==> config.mk <==
export PLATFORM = sky130hd
export DESIGN_NAME = uart_tx_fifo_flat
export DESIGN_NICKNAME = d
export VERILOG_FILES = /design/src/rtl/uart_tx_fifo_if.sv /design/src/rtl/uart_tx_fifo.sv /design/src/flat_wrapper.sv
export SDC_FILE = /design/constraint.sdc
export NUM_CORES = 1
export LEC_CHECK = 0
export CORE_UTILIZATION = 33
export DETAILED_ROUTE_END_ITERATION = 16
export MAX_ROUTING_LAYER = met4
export PLACE_DENSITY = 0.46
export SYNTH_ARGS = -nofsm -noshare
export SYNTH_HDL_FRONTEND = slang
export SYNTH_SLANG_ARGS = --single-unit
==> constraint.sdc <==
create_clock -name clk -period 3.8 [get_ports clk]
set_input_delay 1.14 -clock clk [delete_from_list [all_inputs] [get_ports clk]]
set_output_delay 1.14 -clock clk [all_outputs]
set_load 0.02 [all_outputs]
==> src/rtl/uart_tx_fifo_if.sv <==
// Host write port and transmitter handshake for the UART transmit FIFO.
// The master side is the host plus the transmitter; the FIFO is the slave.
interface uart_tx_fifo_if #(
    parameter int INPUT_DATA_WIDTH = 8,
    parameter int DEPTH            = 16
);
    localparam int CNT_W = $clog2(DEPTH + 1);

    logic                        wr_en;
    logic [INPUT_DATA_WIDTH-1:0] wr_data;
    logic                        full;
    logic                        empty;
    logic [CNT_W-1:0]            count;
    logic                        overflow;
    logic                        tx_enable;
    logic [INPUT_DATA_WIDTH-1:0] tx_data;
    logic                        tx_busy;
    logic                        tx_error;

    modport master (
        output wr_en, wr_data, tx_busy,
        input  full, empty, count, overflow, tx_enable, tx_data, tx_error
    );

    modport slave (
        input  wr_en, wr_data, tx_busy,
        output full, empty, count, overflow, tx_enable, tx_data, tx_error
    );
endinterface

==> src/rtl/uart_tx_fifo.sv <==
// Transmit byte FIFO feeding a UART transmitter: buffers host bytes and
// issues them one per frame as a single-cycle enable with data held stable.
// A transmitter that never acknowledges a start sets a sticky error.
module uart_tx_fifo #(
    parameter int INPUT_DATA_WIDTH = 8,
    parameter int DEPTH            = 16,
    parameter int START_TIMEOUT    = 4
) (
    input logic          clk,
    input logic          reset,
    uart_tx_fifo_if.slave bus
);
    localparam int PTR_W = $clog2(DEPTH);
    localparam int CNT_W = $clog2(DEPTH + 1);
    localparam int TMO_W = $clog2(START_TIMEOUT + 1);
    localparam logic [CNT_W-1:0] CNT_FULL = CNT_W'(DEPTH);
    localparam logic [TMO_W-1:0] TMO_LAST = TMO_W'(START_TIMEOUT - 1);

    typedef enum logic [1:0] {
        S_IDLE,
        S_WAIT_BUSY,
        S_SENDING
    } state_t;

    state_t                      state_q, state_d;
    logic [INPUT_DATA_WIDTH-1:0] mem_q [DEPTH];
    logic [PTR_W-1:0]            rd_ptr_q, rd_ptr_d;
    logic [PTR_W-1:0]            wr_ptr_q, wr_ptr_d;
    logic [CNT_W-1:0]            count_q, count_d;
    logic [TMO_W-1:0]            tmo_q, tmo_d;
    logic                        overflow_q, overflow_d;
    logic                        tx_enable_q, tx_enable_d;
    logic [INPUT_DATA_WIDTH-1:0] tx_data_q, tx_data_d;
    logic                        tx_error_q, tx_error_d;
    logic                        full_w;
    logic                        wr_accept;
    logic                        pop;

    // Flags decode from the registered count, so a same-cycle pop never
    // rescues a write that arrives while full.
    assign full_w    = (count_q == CNT_FULL);
    assign wr_accept = bus.wr_en && !full_w;

    // Next-state: transmit handshake FSM, occupancy and pointer bookkeeping.
    always_comb begin
        state_d     = state_q;
        tx_enable_d = 1'b0;
        tx_data_d   = tx_data_q;
        tx_error_d  = tx_error_q;
        tmo_d       = tmo_q;
        pop         = 1'b0;
        case (state_q)
            S_IDLE: begin
                if (count_q != '0 && !bus.tx_busy) begin
                    pop         = 1'b1;
                    tx_data_d   = mem_q[rd_ptr_q];
                    tx_enable_d = 1'b1;
                    tmo_d       = '0;
                    state_d     = S_WAIT_BUSY;
                end
            end
            S_WAIT_BUSY: begin
                if (bus.tx_busy) begin
                    tmo_d   = '0;
                    state_d = S_SENDING;
                end else if (tmo_q == TMO_LAST) begin
                    // Transmitter never started: the byte is dropped.
                    tmo_d      = '0;
                    tx_error_d = 1'b1;
                    state_d    = S_IDLE;
                end else begin
                    tmo_d = tmo_q + TMO_W'(1);
                end
            end
            S_SENDING: begin
                if (!bus.tx_busy) state_d = S_IDLE;
            end
            default: state_d = S_IDLE;
        endcase

        overflow_d = bus.wr_en && full_w;
        wr_ptr_d   = wr_accept ? wr_ptr_q + PTR_W'(1) : wr_ptr_q;
        rd_ptr_d   = pop ? rd_ptr_q + PTR_W'(1) : rd_ptr_q;
        case ({wr_accept, pop})
            2'b10:   count_d = count_q + CNT_W'(1);
            2'b01:   count_d = count_q - CNT_W'(1);
            default: count_d = count_q;
        endcase
    end

    // Control and output registers with synchronous flush.
    always_ff @(posedge clk) begin
        if (reset) begin
            state_q     <= S_IDLE;
            rd_ptr_q    <= '0;
            wr_ptr_q    <= '0;
            count_q     <= '0;
            tmo_q       <= '0;
            overflow_q  <= 1'b0;
            tx_enable_q <= 1'b0;
            tx_data_q   <= '0;
            tx_error_q  <= 1'b0;
        end else begin
            state_q     <= state_d;
            rd_ptr_q    <= rd_ptr_d;
            wr_ptr_q    <= wr_ptr_d;
            count_q     <= count_d;
            tmo_q       <= tmo_d;
            overflow_q  <= overflow_d;
            tx_enable_q <= tx_enable_d;
            tx_data_q   <= tx_data_d;
            tx_error_q  <= tx_error_d;
        end
    end

    // Storage array; contents need no reset since the pointers gate reads.
    always_ff @(posedge clk) begin
        if (!reset && wr_accept) mem_q[wr_ptr_q] <= bus.wr_data;
    end

    assign bus.full      = full_w;
    assign bus.empty     = (count_q == '0);
    assign bus.count     = count_q;
    assign bus.overflow  = overflow_q;
    assign bus.tx_enable = tx_enable_q;
    assign bus.tx_data   = tx_data_q;
    assign bus.tx_error  = tx_error_q;
endmodule

==> src/flat_wrapper.sv <==
// flat-port wrapper written by rule: the top's interface ports become plain ports
module uart_tx_fifo_flat 
#(
    parameter int INPUT_DATA_WIDTH = 8,
    parameter int DEPTH            = 16,
    parameter int START_TIMEOUT    = 4
)
  (clk, reset, bus_wr_en, bus_wr_data, bus_tx_busy, bus_full, bus_empty, bus_count, bus_overflow, bus_tx_enable, bus_tx_data, bus_tx_error);
  uart_tx_fifo_if #(.INPUT_DATA_WIDTH(INPUT_DATA_WIDTH), .DEPTH(DEPTH)) bus_i ();
  input logic clk;
  input logic reset;
  input wire logic [$bits(bus_i.wr_en)-1:0] bus_wr_en;
  input wire logic [$bits(bus_i.wr_data)-1:0] bus_wr_data;
  input wire logic [$bits(bus_i.tx_busy)-1:0] bus_tx_busy;
  output wire logic [$bits(bus_i.full)-1:0] bus_full;
  output wire logic [$bits(bus_i.empty)-1:0] bus_empty;
  output wire logic [$bits(bus_i.count)-1:0] bus_count;
  output wire logic [$bits(bus_i.overflow)-1:0] bus_overflow;
  output wire logic [$bits(bus_i.tx_enable)-1:0] bus_tx_enable;
  output wire logic [$bits(bus_i.tx_data)-1:0] bus_tx_data;
  output wire logic [$bits(bus_i.tx_error)-1:0] bus_tx_error;
  assign bus_i.wr_en = bus_wr_en;
  assign bus_i.wr_data = bus_wr_data;
  assign bus_i.tx_busy = bus_tx_busy;
  assign bus_full = bus_i.full;
  assign bus_empty = bus_i.empty;
  assign bus_count = bus_i.count;
  assign bus_overflow = bus_i.overflow;
  assign bus_tx_enable = bus_i.tx_enable;
  assign bus_tx_data = bus_i.tx_data;
  assign bus_tx_error = bus_i.tx_error;
  uart_tx_fifo #(.INPUT_DATA_WIDTH(INPUT_DATA_WIDTH), .DEPTH(DEPTH), .START_TIMEOUT(START_TIMEOUT)) u_core (.clk(clk), .reset(reset), .bus(bus_i));
endmodule
Word-level counts from Yosys, hierarchy flattened
Memories as Yosys holds them, arrays and structs flattened. A register that Yosys moved wholly into a read port is not among the register bits.
Index checks and enable logic that the tools add are counted.
{"block": "classes", "add_sub_neg": 5, "n_eq_ne": 9, "mux": 14, "bitwise": 1, "reduce_logical": 16}
{"op": "5-bit case mux with 2 select lines", "n": 1}
{"op": "3-bit 2-to-1 mux", "n": 3}
{"op": "4-bit by 1-bit adder with 4-bit output, second input constant", "n": 2}
{"op": "2-bit 2-to-1 mux", "n": 4}
{"op": "2-bit case mux with 3 select lines", "n": 1}
{"op": "3-bit case mux with 2 select lines", "n": 1}
{"op": "3-bit AND reduction", "n": 2}
{"op": "5-bit by 1-bit adder with 5-bit output, second input constant", "n": 1}
{"op": "5-bit == test, second input constant", "n": 1}
{"op": "5-bit logical NOT", "n": 1}
{"op": "5-bit nonzero test", "n": 1}
{"op": "5-bit by 1-bit subtractor with 5-bit output, second input constant", "n": 1}
{"op": "2-bit by 1-bit == test with 1-bit output, second input constant", "n": 2}
{"op": "2-bit == test, second input constant", "n": 2}
{"op": "1-bit logical AND", "n": 4}
{"op": "1-bit 2-to-1 mux", "n": 4}
{"op": "2-bit AND reduction", "n": 2}
{"op": "2-bit nonzero test", "n": 2}
{"op": "3-bit by 1-bit adder with 3-bit output, second input constant", "n": 1}
{"op": "3-bit by 2-bit == test with 1-bit output, second input constant", "n": 1}
{"op": "1-bit logical NOT", "n": 3}
{"op": "3-bit by 2-bit != test with 1-bit output, second input constant", "n": 1}
{"op": "2-bit logical NOT", "n": 1}
{"op": "2-bit by 1-bit != test with 1-bit output, second input constant", "n": 1}
{"op": "other kinds (2)", "n": 2}
{"block": "totals", "ff_bits": 21, "mem_bits_rw": 128, "inputBits": 12, "out_inout_bits": 18, "wordCells": 54, "mem_count": 1}
{"memory": "u_core.mem_q", "depth": 16, "word_bits": 8, "rd": 1, "rd_clocked_by_memory_dff": 1, "write_ports": 1, "line": "uart_tx_fifo.sv:26", "text": "logic [INPUT_DATA_WIDTH-1:0] mem_q [DEPTH];"}

Longest topological paths before layout
Gate-level depths: netlist of the first run.
{"block": "logic_depth", "depth_word": 6, "mapped_depth": 14, "ltp_nobuf": 11}

Worst setup path after synthesis of the first run
Ideal clock, no wire load.
{"block": "synth_path", "kind": "input -> register", "startpoint": "input port bus_wr_en", "endpoint": "register u_core.count_q[4], in the netlist u_core.bus.count[4]", "setup_ns": 0.121, "arrival_time_ns": 3.329, "path_slack_ns": 0.350, "cell_stages": 11, "path_cell_list": "a21boi_0 -> inv_1 -> ha_1 -> clkbuf_1 -> xor2_1 -> ha_1 -> a21oi_1 -> nand2b_1 -> a21o_1 -> a21oi_1 -> mux2_2"}
{"block": "synth_between", "elab_chain_cells": 3, "word_cells_on_any_way": 5, "classes_between": "eq/ne: 2; mux: 1; reduce/logical: 2"}
{"element": "start, declared", "line": "flat_wrapper.sv:12", "text": "input wire logic [$bits(bus_i.wr_en)-1:0] bus_wr_en;"}
{"element": "1-bit logical AND (*)", "line": "uart_tx_fifo.sv:42", "text": "assign wr_accept = bus.wr_en && !full_w;"}
{"element": "2-bit by 1-bit == test with 1-bit output or 2-bit == test (tied branches)", "line": "uart_tx_fifo.sv:84", "text": "case ({wr_accept, pop})"}
{"element": "5-bit case mux with 2 select lines or 2-bit nonzero test (tied branches)"}
{"element": "end signal, assigned", "line": "uart_tx_fifo.sv:107", "text": "count_q <= count_d;"}
{"element": "end, declared", "line": "uart_tx_fifo.sv:29", "text": "logic [CNT_W-1:0] count_q, count_d;"}
Mark *: on every way between the ends. The rest lies on a longest branch, timed or not.
A chain may end at the register's enable or synchronous reset.

Final worst setup path of the first run
Ends and elaborated chain as after synthesis.

==> metrics.csv, run 1 <==
metric,value,unit
Root Buffer,clkbuf_16,
Initial Utilization,0.337,
total chip power,4.70,mW
total track usage,0.154,
clock latency on the worst-skew pair,0.43,ns
Yosys warnings,0,
Die Area,19700,sq um
Tmin final,3.31,ns
n_diodes,0,
largest net degree at the start of global routing,37,
Die Span X,141,microns
"FFs w/ async S/R, synth",0,
Mapped Cells,413,
"Slowest-stage cell, CP",clkdlybuf4s50_1,
"area leader, netlist",edfxtp_1,
Nets,490,
area grow syn2layout,20.0,%
Mapped Area,6330,sq um
final setup fails,0,
Avg Inst Size Synth,15.3,sq um
Num CTS Buffers,17,
RSZ-0062 raised after global routing,no,
CP Max Fanout,4,
min-delay worst type,register to register,
Synth area leaders,"edfxtp_1 61%, dfxtp_1 9.2%, mux2i_1 7.1%",
"Slew Viols, Final",0,
Die Y,141,microns
Setup Skew,0.0130,ns
CP arrival,3.62,ns
setup_tns,0,ns
CP Cell Sequence,clkdlybuf4s50_1 > a21boi_0 > inv_1 > ha_1 > xor2_1 > ha_1 > a21oi_1 > nand2b_1 > a21o_1 > a21oi_1 > mux2_2,
Rel. slew slack,0.406,
Finished Layout Cells,715,
status,"finished, final reports clean",
Slew @ Worst Pin,0.869,ns
RePlAce Congestion,0.835,
CTS tree,built,
fillcell total,1723,
via count of the first global-routing pass,3529,
CORE AREA,18800,sq um
clock slew at reported path FFs,0.06,ns
max_cap viols,0,
antenna violations before repair,0,
Worst setup EP type,register,
nature of the critical path startpoint,input pin,
postcts setup bufs,0,
VDD IR-drop max,0.312,mV
CTS HTree Levels,4,
syn_nets,435,
Seq cells post-synth,157,
Synth top cells by count,"128 x edfxtp_1, 45 x mux2i_1, 40 x nor2_1, 29 x dfxtp_1, 24 x o22ai_1",
Clock Tree Buf Depth,2,
vias per inst,4.90,
achievable frequency,302,MHz
CP peak stage delay,0.47,ns
top cell type's share of synthesized area,0.607,
CTS Sinks,157,
final wirelength,13.7,mm
CP Class,input pin to register,
Post-Place Worst Slack,0.0872,ns
Top Ports,30,
post-cts resize count,0,
Pre-antenna DRT Iters,4,
placed insts,683,
IO buf count,29,
grt ovf,0,
DR WL/cell,19.1,microns
LEAKAGE,2.44,nW
drt drc,0,
top_reg_cell synth,edfxtp_1,
first-pass GRT wire length,21.0,mm
layout cells sized above 1,0.166,
hold buffer count at cts,0,
FP Rows,50,
post-DP HPWL,8.84,mm
final setup margin,0.485,ns
Antenna Nets Post-Route,0,
Power Density,618,nW/um^2
Synth cell types,45,
vias after detailed routing,3502,
DRT iter0 DRCs,226,
final hold vios,0,
Crit path required time,4.11,ns
final worst-path cycle share,0.872,
top-count cell post-synth,edfxtp_1,
Post-synth EDFFs,128,
sequential fraction of the synthesis area,0.699,
[layout make-up]
cell class | count | area (sq um) | area share
Multi-Input combinational cell | 228 | 1740 | 0.230
Timing Repair Buffer | 59 | 528 | 0.0695
Inverter | 5 | 18.8 | 0.00247
Clock inverter | 14 | 158 | 0.0208
Sequential cell | 157 | 4430 | 0.583
Clock buffer | 18 | 429 | 0.0565
Tap cell | 234 | 293 | 0.0385
[state kept, by name (all words and copies together), names as in the netlist]
name / cells
u_core.mem_q: 128
u_core.bus.tx_data: 8
u_core.bus.count: 5
u_core.rd_ptr_q: 4
u_core.wr_ptr_q: 4
u_core.tmo_q: 3
u_core.state_q: 2
u_core.bus.overflow: 1
u_core.bus.tx_enable: 1
u_core.bus.tx_error: 1
[per-layer routing]
layer	vias up	global-route usage	part of all wire
met5	-	-	0
met4	0	0.0469	0.0090
met3	11	0.0403	0.035
met2	61	0.247	0.49
met1	1738	0.190	0.46
li1	1692	-	-
[cells by family after synthesis]
logic type | after synthesis | share of synthesized area
AOI/OAI and AO/OA | 59 | 0.0615
muxes | 56 | 0.108
buffers and inverters | 28 | 0.0259
adders and majority gates | 10 | 0.0198
and+or+nand+nor | 93 | 0.0707
xor gates and xnor gates | 10 | 0.0150
DFF | 157 | 0.699
[stage by stage]
step / utilization / hold WS [ns] / area, sq um
6_report: 0.405 / 0.481 / 7600
5_1_grt: 0.405 / 0.504 / 7600
4_1_cts: 0.405 / 0.485 / 7600
3_5_place_dp: 0.373 / 0.476 / 7010
3_3_place_gp: 0.373 / 0.459 / 7010
2_1_floorplan: - / 0.457 / 6330
[critical path: cells and delay by family]
kind | cells | cell delay, ns
buf+inv | 2 | 0.61
compound gates | 4 | 0.82
mux | 1 | 0.34
simple gates | 1 | 0.09
xor+xnor | 1 | 0.16
fa+ha+maj | 2 | 0.46
[power by group]
part / internal, mW / switching [mW]
clock: 0.929 / 0.740
combinational: 0.432 / 0.529
sequential: 1.97 / 0.101
[path summary, 6_finish.rpt]
kind                                         start                          endpoint  slack, ns  depth (start not counted)
setup / recovery                         bus_wr_en  u_core.bus.count[4]$_SDFFE_PP0P_       0.49                         11
hold / removal        u_core.tmo_q[2]$_SDFFE_PP0P_      u_core.tmo_q[2]$_SDFFE_PP0P_       0.48                          1
setup reg to reg  u_core.bus.count[1]$_SDFFE_PP0P_  u_core.bus.count[4]$_SDFFE_PP0P_       0.77                         11
hold reg to reg       u_core.tmo_q[2]$_SDFFE_PP0P_      u_core.tmo_q[2]$_SDFFE_PP0P_       0.48                          1
[cells in the final DEF, fill, tap and decap left out, types with 4 or more instances in the layout]
| cell type | synthesis | layout |
|---|---|---|
| nand2_1 | 17 | 17 |
| inv_1 | 4 | 4 |
| ha_1 | 10 | 10 |
| mux2i_1 | 45 | 45 |
| o21ai_0 | 4 | 4 |
| a21oi_1 | 9 | 9 |
| xor2_1 | 6 | 6 |
| dfxtp_1 | 29 | 28 |
| a211oi_1 | 8 | 8 |
| mux4_2 | 10 | 10 |
| o22ai_1 | 24 | 24 |
| inv_6 | 0 | 4 |
| clkbuf_16 | 0 | 17 |
| edfxtp_1 | 128 | 128 |
| nand2b_1 | 6 | 6 |
| nor3_1 | 8 | 8 |
| a2111oi_0 | 6 | 6 |
| buf_4 | 0 | 29 |
| nor2_1 | 40 | 40 |
| clkdlybuf4s50_1 | 0 | 29 |
Power figures use the tool's default switching activity.
==> run 2: changes to the inputs <==
CORE_ASPECT_RATIO = 1.25   (was unset)
CTS_CLUSTER_SIZE = 40   (was unset)
==> metrics.csv, run 2 (same netlist as run 1, synthesis figures left out) <==
metric,value,unit
status,"finished, final reports clean",
achievable frequency,307,MHz
CP Max Fanout,9,
"Slowest-stage cell, CP",clkdlybuf4s50_1,
Num CTS Buffers,17,
layout cells sized above 1,0.155,
max_cap viols,0,
placed insts,676,
largest net degree at the start of global routing,33,
"commonest non-fill, non-tap cell in the layout",edfxtp_1,
postcts setup bufs,0,
R2R cell count,11,
area grow syn2layout,18.8,%
nature of the critical path startpoint,register,
CP Class,register to output pin,
Largest register FFs,128,
Die Area,19800,sq um
Hold Crit Start,u_core.tmo_q[2]$_SDFFE_PP0P_,
R2R Path Start,u_core.bus.count[1]$_SDFFE_PP0P_,
Worst setup EP type,output pin,
DRT iter0 DRCs,160,
clock latency on the worst-skew pair,0.43,ns
Final Cell Area,7520,sq um
setup_tns,0,ns
Tmin final,3.26,ns
Top Ports,30,
LEAKAGE,2.40,nW
n_diodes,0,
CTS tree,built,
Pre-antenna DRT Iters,5,
hold buffer count at cts,0,
Worst Hold Depth,1,
Nets,485,
grt ovf,0,
Initial Utilization,0.337,
Rel. slew slack,0.266,
Antenna Nets Post-Route,0,
final setup fails,0,
Critical R2R Capture,u_core.bus.count[4]$_SDFFE_PP0P_,
RSZ-0062 raised after global routing,no,
final hold vios,0,
DR WL/cell,20.1,microns
final worst-path cycle share,0.858,
final wirelength,14.2,mm
CORE AREA,18800,sq um
CP Cell Sequence,or4_4 > nor2_1 > clkdlybuf4s50_1,
critical path endpoint,bus_full,
most frequent cells in the layout,"128 x edfxtp_1, 45 x mux2i_1, 40 x nor2_1",
Root Buffer,clkbuf_16,
Top reg by flops,u_core.mem_q,
Clock Tree Buf Depth,2,
antenna violations before repair,0,
Die Span X,126,microns
worst reg2reg setup slack,0.78,ns
post-cts resize count,0,
VDD IR-drop max,0.327,mV
Finished Layout Cells,708,
CTS HTree Levels,4,
Crit path required time,2.66,ns
RePlAce Congestion,0.807,
CP peak stage delay,0.61,ns
IO buf count,29,
post-DP HPWL,9.44,mm
Slew @ Worst Pin,1.10,ns
CTS Sinks,157,
first-pass GRT wire length,21.7,mm
Power Density,614,nW/um^2
"Slew Viols, Final",0,
CP arrival,2.12,ns
drt drc,0,
dpl cell area,6960,sq um
Die Y,157,microns
Setup Skew,0.0132,ns
vias after detailed routing,3504,
clock slew at reported path FFs,0.07,ns
FP Rows,56,
total track usage,0.160,
Critical Path Source,u_core.bus.count[1]$_SDFFE_PP0P_,
vias per inst,4.95,
via count of the first global-routing pass,3560,
min-delay worst type,register to register,
[run 2: cell count changes in the layout (fill, tap and decap cells not counted)]
cell / before / now
clkinv_1: 0 / 2
buf_4: 29 / 25
buf_12: 1 / 0
clkinv_8: 2 / 0
inv_6: 4 / 2
clkinv_4: 2 / 3
clkbuf_1: 1 / 0
clkinvlp_4: 2 / 4
[run 2: worst min path at each step]
stage / to / slack (ns)
2_1_floorplan: u_core.tmo_q[2]$_SDFFE_PP0P_ / 0.46
3_5_place_dp: u_core.tmo_q[2]$_SDFFE_PP0P_ / 0.47
6_report: u_core.tmo_q[2]$_SDFFE_PP0P_ / 0.48
3_3_place_gp: u_core.tmo_q[2]$_SDFFE_PP0P_ / 0.47
4_1_cts: u_core.tmo_q[2]$_SDFFE_PP0P_ / 0.48
5_1_grt: u_core.tmo_q[2]$_SDFFE_PP0P_ / 0.50
[run 2: final cells by class]
class                           instances  area [sq um]
Multi-Input combinational cell        228          1740
Clock inverter                         15           139
Timing Repair Buffer                   54           478
Fill cell                            1760         11300
Clock buffer                           17           425
Sequential cell                       157          4430
Inverter                                5          18.8
Tap cell                              232           290
[run 2: report_power, final]
| part | total (mW) | internal (mW) | switching, mW |
|---|---|---|---|
| registers | 2.09 | 1.97 | 0.121 |
| clock network | 1.62 | 0.909 | 0.706 |
| logic | 0.915 | 0.409 | 0.506 |
| total | 4.62 | 3.28 | 1.33 |
[run 2: critical path, delay by kind of cell, from the launching register on]
family | cells | cell delay, ns
buffers and inverters | 1 | 0.61
flip-flops | 1 | 0.41
AND/OR/NAND/NOR | 2 | 0.68
[run 2: per-stage QoR]
stage          setup slack [ns]  hold WS, ns   util  power, mW
2_1_floorplan             0.350        0.457      -       2.72
3_3_place_gp              0.164        0.471  0.370       3.04
3_5_place_dp              0.137        0.474  0.370       3.05
4_1_cts                   0.499        0.483  0.401       4.68
5_1_grt                   0.422        0.501  0.401       4.83
6_report                  0.539        0.477  0.401       4.62
[run 2: per-layer routing]
| metal | vias up | wire length, microns | track usage |
|---|---|---|---|
| met1 | 1747 | 6250 | 0.187 |
| li1 | 1684 | - | - |
| met2 | 62 | 7400 | 0.267 |
| met3 | 11 | 376 | 0.0379 |
| met4 | 0 | 184 | 0.0620 |
| met5 | - | 0 | - |
==> patch 1 (config.mk and constraints of run 1) <==
`DEPTH` is set to 16 in 3 places; all go to 32.
--- a/src/rtl/uart_tx_fifo_if.sv
+++ b/src/rtl/uart_tx_fifo_if.sv
@@ -2,7 +2,7 @@
 // The master side is the host plus the transmitter; the FIFO is the slave.
 interface uart_tx_fifo_if #(
     parameter int INPUT_DATA_WIDTH = 8,
-    parameter int DEPTH            = 16
+    parameter int DEPTH            = 32
 );
     localparam int CNT_W = $clog2(DEPTH + 1);
 
--- a/src/rtl/uart_tx_fifo.sv
+++ b/src/rtl/uart_tx_fifo.sv
@@ -3,7 +3,7 @@
 // A transmitter that never acknowledges a start sets a sticky error.
 module uart_tx_fifo #(
     parameter int INPUT_DATA_WIDTH = 8,
-    parameter int DEPTH            = 16,
+    parameter int DEPTH            = 32,
     parameter int START_TIMEOUT    = 4
 ) (
     input logic          clk,
--- a/src/flat_wrapper.sv
+++ b/src/flat_wrapper.sv
@@ -2,7 +2,7 @@
 module uart_tx_fifo_flat 
 #(
     parameter int INPUT_DATA_WIDTH = 8,
-    parameter int DEPTH            = 16,
+    parameter int DEPTH            = 32,
     parameter int START_TIMEOUT    = 4
 )
   (clk, reset, bus_wr_en, bus_wr_data, bus_tx_busy, bus_full, bus_empty, bus_count, bus_overflow, bus_tx_enable, bus_tx_data, bus_tx_error);
Ports: changed (resized bus_count); port bits go from 30 to 31. The function was not compared with the original's and may differ.
==> patch 1 against run 1 <==
Sequential cell count grew 131; routed wire length rose by 87%; highest routed layer unchanged; hold slack lost 0.019 ns; synthesized cell count grew 42%; largest cell class unchanged; critical endpoint is now bus_empty; synthesized area rose by 80%; power grew 69%; final area is 77% higher; setup slack got worse by 0.031 ns.
==> patch 1: results <==
set metrics [dict create \
    cts-htree-levels 1 \
    startpoint "u_core.bus.count[2]$_SDFFE_PP0P_" \
    cts_buffers 31 \
    met2_usage 0.232 \
    synth_edf_count 256 \
    wl_met2_um 12000 \
    crit_arrival_ns 2.21 \
    critical-path-max-stage-delay_ns 0.61 \
    met1_length_um 11700 \
    clock_area_frac 0.0655 \
    timing.rr.end "u_core.bus.count[5]$_SDFFE_PP0P_" \
    path_class "flip-flop to primary output" \
    worstSkewPairLatency_ns 0.56 \
    slew-limit-headroom 0.296 \
    fin_ws_ns 0.454 \
    yosysSeqAreaShare 0.731 \
    largest_reg_flops 256 \
    drtIter0Drc 490 \
    highest-signal-layer "met4" \
    cts_max_path_buffers 3 \
    yosys.area_share.xor_xnor 0.0108 \
    p_leak_nw 4.27 \
    final_cells 1145 \
    dp_slack_ns -0.0636 \
    buf_share 0.0551 \
    cp_max_fo 10 \
    avgSynthCellArea_um2 19.4 \
    buffers 87 \
    synthDominantCellAreaShare 0.675 \
    nets 696 \
    run_status "completed" \
    synth_seq_cells 288 \
    synth_area_leaders "edfxtp_1 (67%), mux4_2 (16%), dfxtp_1 (5.6%)" \
    grt_pass1_wl_um 38600 \
    die_x_um 188 \
    inv_count 9 \
    synth-compound-area-share 0.0220 \
    switchingPower_mw 2.13 \
    multi_input_gates 259 \
    dr.pass1.iters 4 \
    dp_hpwl_um 15700 \
    worst_ir_drop_vdd_mv 0.336 \
    synthTopCellsByCount "edfxtp_1 (256), mux4_2 (80), nor2_1 (53), dfxtp_1 (32), clkbuf_1 (20)" \
    globalRouteTotalUtil 0.153 \
    met1_usage 0.215 \
    n_fill_cell 3017 \
    synthAdderAreaFrac 0.00878 \
    synth_nets 608 \
    ys_types 44 \
    muxShareOfSynthArea 0.167 \
    wire_per_inst_um 22.2 \
    via_per_inst 4.99 \
    rrSetupSlack_ns 0.72 \
    multi_input_area_share 0.215 \
]
patch 1: changes by cell type after synthesis, moves of 6 or more:
cell / delta
clkbuf_1: +12
a2111oi_0: -6
a211oi_1: -8
mux2i_1: -36
o21ai_0: +6
a21oi_1: +6
edfxtp_1: +128
o22ai_1: -23
nor2_1: +13
mux4_2: +70
patch 1: power groups by stage:
stage / sequential, mW / combinational (mW) / clock, mW
floorplan: 3.77 / 0.964 / 0
global placement: 3.77 / 1.55 / 0
detailed placement: 3.78 / 1.58 / 0
CTS: 3.71 / 1.59 / 2.73
global route: 3.73 / 1.69 / 2.86
finish: 3.71 / 1.56 / 2.65
patch 1: through the flow:
step	cell area, µm²	hold slack [ns]	utilization
floorplan	11400	0.445	-
global placement	12600	0.453	0.372
detailed placement	12600	0.455	0.372
CTS	13400	0.463	0.398
global route	13400	0.484	0.398
finish	13400	0.461	0.398
patch 1: critical path: cells and delay by family (launching register included):
family	cells	cell delay, ns
flops	1	0.42
simple gates	3	0.62
buf+inv	1	0.61
==> patch 2 (settings of run 1) <==
Without the edit above. Reset style: asynchronous (`reset`), changed in one clocked block.
--- a/src/rtl/uart_tx_fifo.sv
+++ b/src/rtl/uart_tx_fifo.sv
@@ -89,7 +89,7 @@
     end
 
     // Control and output registers with synchronous flush.
-    always_ff @(posedge clk) begin
+    always_ff @(posedge clk or posedge reset) begin
         if (reset) begin
             state_q     <= S_IDLE;
             rd_ptr_q    <= '0;
Check against the original RTL: differs if reset is asserted again (counterexample within 4 cycles, from zero or initial values and one cycle with reset high); with reset held inactive, the same outputs for 10 cycles.
==> patch 2 against run 1 <==
Synthesized area rose by 2.4%; sequential share of layout area rose by 1.2 points; highest routed layer unchanged; sequential cell count did not move; sequential power rose by 16%; power rose by 17%; final area rose by 1.2%; routed wire length fell by 6.7%; combinational power rose by 51%; setup slack improved by 0.022 ns; register-to-register slack improved by 0.28 ns; synthesized cell count fell by 15%.
==> patch 2: results <==
set metrics [dict create \
    run_status "completed" \
    drtIter0Drc 141 \
    dr.pass1.iters 4 \
    largest_register "u_core.mem_q" \
    grt_antenna_before_repair 0 \
    wire_per_inst_um 18.8 \
    worst_ir_drop_vdd_mv 0.319 \
    endpoint "bus_empty" \
    worstMarginPinSlew_ns 1.14 \
    ys_types 43 \
    synthFlopType "edfxtp_1" \
    synth_area_leaders "edfxtp_1 (59%), dfrtp_1 (11%), mux4_2 (9.4%)" \
    n_fill_cell 1736 \
    via_per_inst 4.74 \
    grt_max_degree 26 \
    synth_nets 373 \
    avgSynthCellArea_um2 18.5 \
    nets 426 \
    vias 3209 \
    critPathSlowestCell "clkdlybuf4s50_1" \
    rrSetupSlack_ns 1.05 \
    largest_reg_flops 128 \
    gp_congestion 0.778 \
    io_buffers 29 \
    met1_length_um 6230 \
    startpoint "u_core.bus.count[1]$_DFFE_PP0P_" \
    wl_met3_um 413 \
    root_buffer "clkbuf_16" \
    cp_max_fo 9 \
    grt_pass1_vias 3328 \
    post-place-cells 645 \
    overflow 0 \
    drive_gt1_frac 0.221 \
    dp_hpwl_um 8330 \
    crit_arrival_ns 2.15 \
    highest-signal-layer "met4" \
    synthTopCellsByCount "edfxtp_1 (128), dfrtp_1 (29), mux4_2 (27), nand2_1 (20)" \
    async_reset_ff_frac 0.185 \
    cts-htree-levels 4 \
    p_leak_nw 2.70 \
    yosysSeqAreaShare 0.705 \
    wl_met2_um 5950 \
    r2r_cells 10 \
    grt_pass1_wl_um 20200 \
    fin_skew_ns 0.00563 \
    timing.rr.end "u_core.bus.count[4]$_DFFE_PP0P_" \
    critical-path-max-stage-delay_ns 0.60 \
    globalRouteTotalUtil 0.145 \
    holdCritPathClass "flip-flop to flip-flop" \
]
-- patch 2: layer usage --
metal,GRT usage,vias up
met3,0.0387,12
met5,-,-
met2,0.217,48
li1,-,1466
met1,0.192,1683
met4,0.0475,0
-- patch 2: layout make-up --
cell class | count | area share
clock inverters | 14 | 0.0189
clock buffers | 18 | 0.0558
repair buffers | 54 | 0.0622
inverters | 8 | 0.00423
well taps | 260 | 0.0423
flip-flops and latches | 157 | 0.594
multi-input cells | 166 | 0.222
-- patch 2: cell families after synthesis --
| family | count (synthesis) | synth area share |
|---|---|---|
| flip-flops | 157 | 0.705 |
| adder cells (fa/ha/maj) | 10 | 0.0193 |
| AO/OA/AOI/OAI | 30 | 0.0299 |
| buffers and inverters | 28 | 0.0320 |
| multiplexers | 57 | 0.154 |
| XOR/XNOR | 12 | 0.0162 |
| AND/OR/NAND/NOR | 57 | 0.0436 |
-- patch 2: report_power, final --
part           leakage, nW  total [mW]  internal [mW]  switching, mW
Clock                0.264        1.65          0.966          0.680
Sequential            1.51        2.41           2.06          0.352
Combinational        0.921        1.45          0.808          0.646
Total                 2.70        5.51           3.84           1.68
-- patch 2: critical path, delay by kind of cell, from the launching register on --
family,cells,cell delay (ns)
flops,1,0.49
simple gates,2,0.64
buf+inv,1,0.60
-- patch 2: worst min path at each step --
stage                                          startpoint                               to  slack, ns
after floorplan               u_core.tmo_q[1]$_DFFE_PP0P_      u_core.tmo_q[1]$_DFFE_PP0P_       0.47
after global placement    u_core.bus.tx_error$_DFFE_PP0P_  u_core.bus.tx_error$_DFFE_PP0P_       0.44
after detailed placement  u_core.bus.tx_error$_DFFE_PP0P_  u_core.bus.tx_error$_DFFE_PP0P_       0.44
after CTS                 u_core.bus.tx_error$_DFFE_PP0P_  u_core.bus.tx_error$_DFFE_PP0P_       0.46
after global routing      u_core.bus.tx_error$_DFFE_PP0P_  u_core.bus.tx_error$_DFFE_PP0P_       0.49
final                     u_core.bus.tx_error$_DFFE_PP0P_  u_core.bus.tx_error$_DFFE_PP0P_       0.45
-- patch 2: metrics by stage --
step                setup slack [ns]   util  hold WS (ns)  area (µm²)
floorplan                      0.762      -         0.470        6480
global placement               0.292  0.375         0.438        7110
detailed placement             0.199  0.375         0.442        7110
CTS                            0.474  0.406         0.456        7690
global route                   0.337  0.406         0.490        7690
finish                         0.507  0.406         0.451        7690
